## src/rtl/pio_ep_reg_pkg.sv

```systemverilog
`default_nettype none
// ============================================================================
//  Module      : pio_ep_reg_pkg
//  Description : Shared constants for the PIO endpoint register bank:
//                region code, register offsets, per-channel reset values,
//                commit FSM state encoding and a byte-lane merge helper.
//  Revision    : 1.0 - initial release
// ============================================================================
package pio_ep_reg_pkg;

    // addr[13:12] value selecting the register bank; all other regions read 0
    localparam logic [1:0] c_region_bank = 2'b01;

    // Register offsets within a channel (addr[3:0])
    localparam logic [3:0] c_off_if_v4      = 4'h0;
    localparam logic [3:0] c_off_if_mac_hi  = 4'h2;
    localparam logic [3:0] c_off_if_mac_lo  = 4'h3;
    localparam logic [3:0] c_off_dst_v4     = 4'h4;
    localparam logic [3:0] c_off_dst_mac_hi = 4'h6;
    localparam logic [3:0] c_off_dst_mac_lo = 4'h7;
    localparam logic [3:0] c_off_ctrl       = 4'h8;
    localparam logic [3:0] c_off_tx_cnt     = 4'hA;
    localparam logic [3:0] c_off_rx_cnt     = 4'hB;
    localparam logic [3:0] c_off_status     = 4'hF;

    // Reset values; the interface address/MAC bases get the channel index added
    localparam logic [31:0] c_rst_if_v4_base  = 32'hd000_0000;
    localparam logic [47:0] c_rst_if_mac_base = 48'h0037_7600_0001;
    localparam logic [31:0] c_rst_dst_v4      = 32'h0a00_15ff;
    localparam logic [47:0] c_rst_dst_mac     = 48'hffff_ffff_ffff;

    // Commit FSM encoding
    localparam logic [0:0] c_st_idle = 1'b0;
    localparam logic [0:0] c_st_copy = 1'b1;

    // Byte-lane merge: lane i (be[i]) covers bits [31-8i -: 8], so be[0]
    // is the most significant byte.
    function automatic logic [31:0] be_merge(input logic [31:0] old_val,
                                             input logic [31:0] new_val,
                                             input logic [3:0]  be);
        logic [31:0] merged;
        merged = old_val;
        for (int i = 0; i < 4; i++) begin
            if (be[i]) begin
                merged[31-8*i -: 8] = new_val[31-8*i -: 8];
            end
        end
        return merged;
    endfunction

endpackage
`default_nettype wire

```

## src/rtl/pio_chan_regs.sv

```systemverilog
`default_nettype none
// ============================================================================
//  Module      : pio_chan_regs
//  Description : One channel of the PIO endpoint register bank. Holds the
//                shadow (software-visible) and active (hardware-facing)
//                address sets, the enable bit and the TX/RX packet counters.
//  Ports       : clk, rst           - clock, synchronous active-high reset
//                i_wr_*             - qualified write for this channel
//                i_copy             - load active set from shadow
//                i_rd_off/o_rd_data - combinational register read by offset
//                i_tx/rx_pkt        - counter increment pulses
//                i_tx/rx_clr        - read-to-clear strobes
//                o_if_*/o_dst_*/o_en- active set
//  Revision    : 1.0 - initial release
// ============================================================================
module pio_chan_regs
    import pio_ep_reg_pkg::*;
#(
    parameter int CNT_W  = 32,
    parameter int CH_IDX = 0
) (
    input  logic        clk,
    input  logic        rst,
    input  logic        i_wr_en,
    input  logic [3:0]  i_wr_off,
    input  logic [3:0]  i_wr_be,
    input  logic [31:0] i_wr_data,
    input  logic        i_copy,
    input  logic [3:0]  i_rd_off,
    output logic [31:0] o_rd_data,
    input  logic        i_tx_pkt,
    input  logic        i_rx_pkt,
    input  logic        i_tx_clr,
    input  logic        i_rx_clr,
    output logic [31:0] o_if_v4,
    output logic [47:0] o_if_mac,
    output logic [31:0] o_dst_v4,
    output logic [47:0] o_dst_mac,
    output logic        o_en
);

    localparam logic [31:0] c_rst_if_v4  = c_rst_if_v4_base + 32'(CH_IDX);
    localparam logic [47:0] c_rst_if_mac = c_rst_if_mac_base + 48'(CH_IDX);

    logic [31:0]      r_sh_if_v4, r_sh_dst_v4, r_act_if_v4, r_act_dst_v4;
    logic [47:0]      r_sh_if_mac, r_sh_dst_mac, r_act_if_mac, r_act_dst_mac;
    logic             r_sh_en, r_act_en;
    logic [CNT_W-1:0] r_tx_cnt, r_rx_cnt;

    // Shadow registers, byte-lane writes
    always_ff @(posedge clk) begin
        if (rst) begin
            r_sh_if_v4   <= c_rst_if_v4;
            r_sh_if_mac  <= c_rst_if_mac;
            r_sh_dst_v4  <= c_rst_dst_v4;
            r_sh_dst_mac <= c_rst_dst_mac;
            r_sh_en      <= 1'b0;
        end else if (i_wr_en) begin
            case (i_wr_off)
                c_off_if_v4:      r_sh_if_v4 <= be_merge(r_sh_if_v4, i_wr_data, i_wr_be);
                c_off_if_mac_hi:  r_sh_if_mac[47:16] <= be_merge(r_sh_if_mac[47:16], i_wr_data, i_wr_be);
                c_off_if_mac_lo: begin
                    // Low MAC half lives in the top 16 bits: lanes 0-1 only
                    if (i_wr_be[0]) r_sh_if_mac[15:8] <= i_wr_data[31:24];
                    if (i_wr_be[1]) r_sh_if_mac[7:0]  <= i_wr_data[23:16];
                end
                c_off_dst_v4:     r_sh_dst_v4 <= be_merge(r_sh_dst_v4, i_wr_data, i_wr_be);
                c_off_dst_mac_hi: r_sh_dst_mac[47:16] <= be_merge(r_sh_dst_mac[47:16], i_wr_data, i_wr_be);
                c_off_dst_mac_lo: begin
                    if (i_wr_be[0]) r_sh_dst_mac[15:8] <= i_wr_data[31:24];
                    if (i_wr_be[1]) r_sh_dst_mac[7:0]  <= i_wr_data[23:16];
                end
                c_off_ctrl: begin
                    // Enable is bit 0, which sits in lane 3
                    if (i_wr_be[3]) r_sh_en <= i_wr_data[0];
                end
                default: ;
            endcase
        end
    end

    // Active set, loaded as a whole from shadow on commit
    always_ff @(posedge clk) begin
        if (rst) begin
            r_act_if_v4   <= c_rst_if_v4;
            r_act_if_mac  <= c_rst_if_mac;
            r_act_dst_v4  <= c_rst_dst_v4;
            r_act_dst_mac <= c_rst_dst_mac;
            r_act_en      <= 1'b0;
        end else if (i_copy) begin
            r_act_if_v4   <= r_sh_if_v4;
            r_act_if_mac  <= r_sh_if_mac;
            r_act_dst_v4  <= r_sh_dst_v4;
            r_act_dst_mac <= r_sh_dst_mac;
            r_act_en      <= r_sh_en;
        end
    end

    // Saturating counters; a clear coincident with a pulse leaves 1
    always_ff @(posedge clk) begin
        if (rst) begin
            r_tx_cnt <= '0;
            r_rx_cnt <= '0;
        end else begin
            if (i_tx_clr)
                r_tx_cnt <= {{(CNT_W-1){1'b0}}, i_tx_pkt};
            else if (i_tx_pkt && (r_tx_cnt != {CNT_W{1'b1}}))
                r_tx_cnt <= r_tx_cnt + CNT_W'(1);

            if (i_rx_clr)
                r_rx_cnt <= {{(CNT_W-1){1'b0}}, i_rx_pkt};
            else if (i_rx_pkt && (r_rx_cnt != {CNT_W{1'b1}}))
                r_rx_cnt <= r_rx_cnt + CNT_W'(1);
        end
    end

    always_comb begin
        o_rd_data = 32'h0;
        case (i_rd_off)
            c_off_if_v4:      o_rd_data = r_sh_if_v4;
            c_off_if_mac_hi:  o_rd_data = r_sh_if_mac[47:16];
            c_off_if_mac_lo:  o_rd_data = {r_sh_if_mac[15:0], 16'h0};
            c_off_dst_v4:     o_rd_data = r_sh_dst_v4;
            c_off_dst_mac_hi: o_rd_data = r_sh_dst_mac[47:16];
            c_off_dst_mac_lo: o_rd_data = {r_sh_dst_mac[15:0], 16'h0};
            c_off_ctrl:       o_rd_data = {31'h0, r_sh_en};
            c_off_tx_cnt:     o_rd_data = 32'(r_tx_cnt);
            c_off_rx_cnt:     o_rd_data = 32'(r_rx_cnt);
            default:          o_rd_data = 32'h0;
        endcase
    end

    assign o_if_v4   = r_act_if_v4;
    assign o_if_mac  = r_act_if_mac;
    assign o_dst_v4  = r_act_dst_v4;
    assign o_dst_mac = r_act_dst_mac;
    assign o_en      = r_act_en;

endmodule
`default_nettype wire

```

## src/rtl/pio_ep_reg_bank.sv

```systemverilog
`default_nettype none
// ============================================================================
//  Module      : pio_ep_reg_bank
//  Description : Multi-channel PIO endpoint register bank. Decodes the
//                register region and channel, routes writes to per-channel
//                shadow registers, runs the shadow->active commit FSM and
//                provides a registered read path with read-to-clear counters.
//  Ports       : clk, sys_rst              - clock, sync active-high reset
//                rd_addr/rd_en/rd_data     - read port (1-cycle latency)
//                wr_addr/wr_be/wr_data/wr_en, wr_busy - write port
//                if_*/dest_*/chan_en       - active sets, packed per channel
//                commit                    - per-channel commit pulse
//                tx_pkt/rx_pkt             - counter increment pulses
//                debug                     - status byte
//  Revision    : 1.0 - initial release
// ============================================================================
module pio_ep_reg_bank
    import pio_ep_reg_pkg::*;
#(
    parameter int NCH   = 2,
    parameter int CNT_W = 32,
    parameter int TCQ   = 1
) (
    input  logic              clk,
    input  logic              sys_rst,
    input  logic [13:0]       rd_addr,
    input  logic              rd_en,
    output logic [31:0]       rd_data,
    input  logic [13:0]       wr_addr,
    input  logic [7:0]        wr_be,
    input  logic [31:0]       wr_data,
    input  logic              wr_en,
    output logic              wr_busy,
    output logic [NCH*32-1:0] if_v4addr,
    output logic [NCH*32-1:0] dest_v4addr,
    output logic [NCH*48-1:0] if_macaddr,
    output logic [NCH*48-1:0] dest_macaddr,
    output logic [NCH-1:0]    chan_en,
    output logic [NCH-1:0]    commit,
    input  logic [NCH-1:0]    tx_pkt,
    input  logic [NCH-1:0]    rx_pkt,
    input  logic [7:0]        debug
);

    // TCQ is kept for compatibility with delay-annotated simulation flows;
    // this RTL models no clock-to-out delay.
    localparam int c_unused_tcq = TCQ;

    // Write decode
    logic [2:0]  w_wr_ch;
    logic [3:0]  w_wr_off;
    logic        w_wr_hit, w_wr_acc, w_commit_req;

    assign w_wr_ch      = wr_addr[6:4];
    assign w_wr_off     = wr_addr[3:0];
    assign w_wr_hit     = (wr_addr[13:12] == c_region_bank) && ({29'd0, w_wr_ch} < 32'(NCH));
    assign w_wr_acc     = wr_en && !wr_busy && w_wr_hit;
    // Shadow update and commit request happen on the same edge, so the copy
    // in the following cycle sees the freshly written CTRL byte.
    assign w_commit_req = w_wr_acc && (w_wr_off == c_off_ctrl) && wr_data[31] && wr_be[0];

    // Read decode
    logic [2:0]  w_rd_ch;
    logic [3:0]  w_rd_off;
    logic        w_rd_hit;
    logic [31:0] w_rd_next;
    logic [31:0] w_ch_rd [NCH];

    assign w_rd_ch  = rd_addr[6:4];
    assign w_rd_off = rd_addr[3:0];
    assign w_rd_hit = (rd_addr[13:12] == c_region_bank) && ({29'd0, w_rd_ch} < 32'(NCH));

    // Commit FSM
    logic [0:0] r_state, w_state_nxt;
    logic [2:0] r_commit_ch, w_commit_ch_nxt;

    always_ff @(posedge clk) begin
        if (sys_rst) begin
            r_state     <= c_st_idle;
            r_commit_ch <= 3'd0;
        end else begin
            r_state     <= w_state_nxt;
            r_commit_ch <= w_commit_ch_nxt;
        end
    end

    always_comb begin
        w_state_nxt     = r_state;
        w_commit_ch_nxt = r_commit_ch;
        case (r_state)
            c_st_idle: begin
                if (w_commit_req) begin
                    w_state_nxt     = c_st_copy;
                    w_commit_ch_nxt = w_wr_ch;
                end
            end
            c_st_copy: w_state_nxt = c_st_idle;
            default:   w_state_nxt = c_st_idle;
        endcase
    end

    assign wr_busy = (r_state == c_st_copy);

    // Channel instances
    for (genvar gi = 0; gi < NCH; gi++) begin : g_chan
        logic w_sel_wr, w_sel_rd;

        assign w_sel_wr    = w_wr_acc && (w_wr_ch == 3'(gi));
        assign w_sel_rd    = rd_en && w_rd_hit && (w_rd_ch == 3'(gi));
        assign commit[gi]  = wr_busy && (r_commit_ch == 3'(gi));

        pio_chan_regs #(
            .CNT_W  (CNT_W),
            .CH_IDX (gi)
        ) u_chan (
            .clk       (clk),
            .rst       (sys_rst),
            .i_wr_en   (w_sel_wr),
            .i_wr_off  (w_wr_off),
            .i_wr_be   (wr_be[3:0]),
            .i_wr_data (wr_data),
            .i_copy    (commit[gi]),
            .i_rd_off  (w_rd_off),
            .o_rd_data (w_ch_rd[gi]),
            .i_tx_pkt  (tx_pkt[gi]),
            .i_rx_pkt  (rx_pkt[gi]),
            .i_tx_clr  (w_sel_rd && (w_rd_off == c_off_tx_cnt)),
            .i_rx_clr  (w_sel_rd && (w_rd_off == c_off_rx_cnt)),
            .o_if_v4   (if_v4addr[gi*32 +: 32]),
            .o_if_mac  (if_macaddr[gi*48 +: 48]),
            .o_dst_v4  (dest_v4addr[gi*32 +: 32]),
            .o_dst_mac (dest_macaddr[gi*48 +: 48]),
            .o_en      (chan_en[gi])
        );
    end

    // Read mux, registered for one-cycle latency
    always_comb begin
        w_rd_next = 32'h0;
        if (w_rd_hit) begin
            if (w_rd_off == c_off_status) begin
                w_rd_next = {24'h0, debug};
            end else begin
                for (int i = 0; i < NCH; i++) begin
                    if (w_rd_ch == 3'(i)) w_rd_next = w_ch_rd[i];
                end
            end
        end
    end

    always_ff @(posedge clk) begin
        if (sys_rst) rd_data <= 32'h0;
        else         rd_data <= w_rd_next;
    end

    // Address bits outside region/channel/offset and the upper byte enables
    // carry no meaning here.
    logic w_unused_ok;
    assign w_unused_ok = &{1'b0, wr_be[7:4], wr_addr[11:7], rd_addr[11:7]};

endmodule
`default_nettype wire

```

## config.mk

```make
export PLATFORM = sky130hd
export DESIGN_NAME = pio_ep_reg_bank
export DESIGN_NICKNAME = d
export VERILOG_FILES = /design/src/rtl/pio_ep_reg_pkg.sv /design/src/rtl/pio_chan_regs.sv /design/src/rtl/pio_ep_reg_bank.sv
export SDC_FILE = /design/constraint.sdc
export NUM_CORES = 2
export LEC_CHECK = 0
export CAP_MARGIN = 30
export CORE_AREA = 5 5 264 266
export DETAILED_ROUTE_END_ITERATION = 10
export DIE_AREA = 0 0 269 271
export GPL_TIMING_DRIVEN = 1
export PLACE_DENSITY_LB_ADDON = 0.12
export RECOVER_POWER = 100
export SLEW_MARGIN = 20
export SYNTH_ARGS = -nofsm -noshare
export SYNTH_HDL_FRONTEND = slang
export SYNTH_SLANG_ARGS = --single-unit
```

## constraint.sdc

```tcl
create_clock -name clk -period 2.1 [get_ports clk]
set_clock_uncertainty 0.05 [all_clocks]
set_input_delay 0.42 -clock clk [delete_from_list [all_inputs] [get_ports clk]]
set_output_delay 0.42 -clock clk [all_outputs]
set_load 0.05 [all_outputs]
```

==> flow_metrics.tcl <==
set metrics [dict create \
    outcome "finished, violations left" \
    failed_checks "negative setup slack" \
    dieArea_um2 72900 \
    max_slew_margin_pct 50.9 \
    areaGrowthSynthToFinish_pct 33.5 \
    final_common_cell "nand2_1" \
    drc 0 \
    power.internal_mw 25.0 \
    whs_ns 0.0511 \
    core-area_um2 66800 \
    die_w_um 269 \
    grt_pass1_vias 32800 \
    worst_pin_slew_ns 0.736 \
    hp-class "input pin to flop" \
    drive_gt1_share_pct 16.2 \
    setup_viol 2 \
    cp-end-kind "flop" \
    hold_buffers 0 \
    start_util_pct 49.7 \
    timing.final.crit_share_pct 102 \
    swShare_pct 23.3 \
    place_congestion 0.976 \
    crit_type "input pin to flop" \
    yosysSeqAreaShare_pct 48.7 \
    insertion_delay_ns 0.65 \
    overflow 0 \
    vias 35200 \
    yosysTopAreaCell "dfxtp_1" \
    pin_count 441 \
    grt_antenna_before_repair 3 \
    wl_per_cell_um 23.7 \
    cts_tree "done" \
    holdPathStages 2 \
    clockPowerShare_pct 48.0 \
    synth_cells 4219 \
    total_power_mw 32.5 \
    numCtsBuffers 84 \
    p_comb_share_pct 4.8 \
    async_flop_share_pct 0 \
    grt_max_degree 147 \
    wl_um 138000 \
    fin_ws_ns -0.0477 \
    synth_top_area_share_pct 48.7 \
    synth_ff_type "dfxtp_1" \
    rsz0062_at_grt "yes" \
    ir_drop_mv 0.572 \
    die_height_um 271 \
    synth_edf_count 0 \
    grt_use_total_pct 36.0 \
    p_leak_nw 17.5 \
    startpoint "rd_addr[3]" \
    most-common-layout-cells "1093 x nand2_1, 802 x dfxtp_1, 502 x buf_4, 420 x a21oi_1, 341 x nand3_1" \
    r2r.worst_path.cells 5 \
    p_sw_mw 7.57 \
    final_max_slew_viol_count 0 \
    dpl_cell_area_um2 41400 \
    drt_iter0_markers 4851 \
    hold_start "sys_rst" \
    fin_crit_ns 2.15 \
    nFillCells 5871 \
    grt_pass1_wl_um 204000 \
    htree_levels 3 \
    synth_area_leaders "dfxtp_1 49%, nand2_1 12%, a21oi_1 6.4%" \
    power.density_nw_per_um2 734 \
    synth.distinct_cells 75 \
    power_frac_seq_pct 47.2 \
    arrival_ns 2.65 \
    viasPerCell 6.03 \
    worst_ep_required_time_ns 2.60 \
    clock_path_buffers 3 \
    yosysWarnings 0 \
    drt_pass1_iterations 7 \
    avgSynthCellArea_um2 7.87 \
    placed_cells 5659 \
    finalNetCount 4983 \
    rr_startpoint "g_chan[1].u_chan.r_rx_cnt[7]" \
    clkSlewWorstSetupHoldPaths_ns 0.06 \
    hold_violations 0 \
    netlist_area_um2 33200 \
    drv_cap 0 \
    final_area_um2 44300 \
    dpl.hpwl_um 101000 \
    root_buffer "clkbuf_16" \
    row_count 95 \
    syn_nets 4307 \
    numClockSinks 808 \
    pre_cts_slack_ns -0.716 \
    io_buffers 426 \
    ys_seq_elements 808 \
    startpoint_type "input pin" \
    ant_nets 0 \
    timing.fmax_ghz 0.466 \
    crit_path_max_fanout 31 \
    instances_no_fill 5839 \
]
-- area by class of cell --
class                      count  area, µm²  share of cell area (%)
sequential                   808      16200                    36.5
multi-input combinational   3043      15800                    35.7
timing repair buffer         936       8240                    18.6
clock buffer                 129       2540                    5.74
tap                          873       1090                    2.46
clock inverter                27        344                   0.776
inverter                      21        111                   0.251
timing repair inverter         1       8.76                  0.0198
antenna                        1       2.50                 0.00564
-- final timing paths --
check                           slack (ns)                             to
worst max register to register        0.06  g_chan[1].u_chan.r_rx_cnt[23]
worst min register to register        0.40  g_chan[1].u_chan.o_if_mac[19]
worst min-delay path                  0.05   g_chan[0].u_chan.r_rx_cnt[0]
worst max-delay path                 -0.05                    rd_data[30]
-- synthesized netlist by cell type (24+ instances only) --
library cell  number
a21oi_1          427
a222oi_1          29
a22o_1            30
a22oi_1          138
a31oi_1           57
and4_1            28
buf_1             26
buf_2             33
clkbuf_1         272
dfxtp_1          808
nand2_1         1097
nand3_1          345
nand4_1           45
nor2_1           177
o21ai_0          297
o31ai_1           24
or3_1             37
or4_1             30
-- power by group through the flow --
stage / clock network [mW] / logic, mW / registers [mW]
2_1_floorplan: 0 / 0.618 / 15.7
3_3_place_gp: 0 / 1.48 / 15.7
3_5_place_dp: 0 / 1.49 / 15.7
4_1_cts: 15.7 / 1.50 / 15.4
5_1_grt: 16.3 / 1.61 / 15.3
6_report: 15.6 / 1.57 / 15.4
-- logic make-up (layout without fill, tap and decap cells) --
logic type               Yosys count  in the layout  synth area share [%]
AO/OA/AOI/OAI                   1086           1086                  19.5
XOR/XNOR                          28             28                 0.739
adder cells (fa/ha/maj)            4              4                 0.151
buffers and inverters            368           1114                  4.49
flip-flops                       808            808                  48.7
multiplexers                      28             28                 0.870
other                              0              1                     0
AND/OR/NAND/NOR                 1897           1897                  25.6
-- metal layers --
layer	global-route usage, %	up-vias	wire [µm]
li1	-	16200	-
met1	49.7	16900	56700
met2	55.9	1819	62300
met3	6.29	310	13200
met4	14.7	2	6190
met5	0	-	18
-- worst max-delay path: stages --
cell             delay, ns
clkdlybuf4s50_1       0.57
buf_4                 0.22
nor4_4                0.07
buf_12                0.17
a222oi_1              0.59
o211ai_1              0.30
a22o_1                0.24
-- metrics by stage --
stage               utilization (%)  setup TNS [ns]
floorplan                         -               0
global placement               61.9         -164.90
detailed placement             61.9         -170.72
CTS                            65.8          -0.271
global route                   66.4          -0.409
finish                         66.4         -0.0915
-- what timing repair did --
action | CTS | global route
pin swaps | 1 | 18
resized for setup | 320 | 64
setup endpoints to repair | 315 | 152
buffers inserted | 2 | 18
gates cloned | 1 | 2
-- sequential cells by signal (all words and copies together) (netlist names) --
signal,flops
g_chan.u_chan.o_if_mac,96
g_chan.u_chan.o_dst_v4,64
g_chan.u_chan.r_sh_if_v4,64
g_chan.u_chan.r_sh_dst_v4,64
g_chan.u_chan.r_tx_cnt,64
g_chan.u_chan.r_sh_dst_mac,96
g_chan.u_chan.r_sh_if_mac,96
r_commit_ch,3
g_chan.u_chan.o_if_v4,64
g_chan.u_chan.r_rx_cnt,64
rd_data,32
g_chan.u_chan.r_sh_en,2
g_chan.u_chan.o_dst_mac,96
wr_busy,1
g_chan.u_chan.o_en,2
No activity file was read; power rests on OpenSTA's default activity.
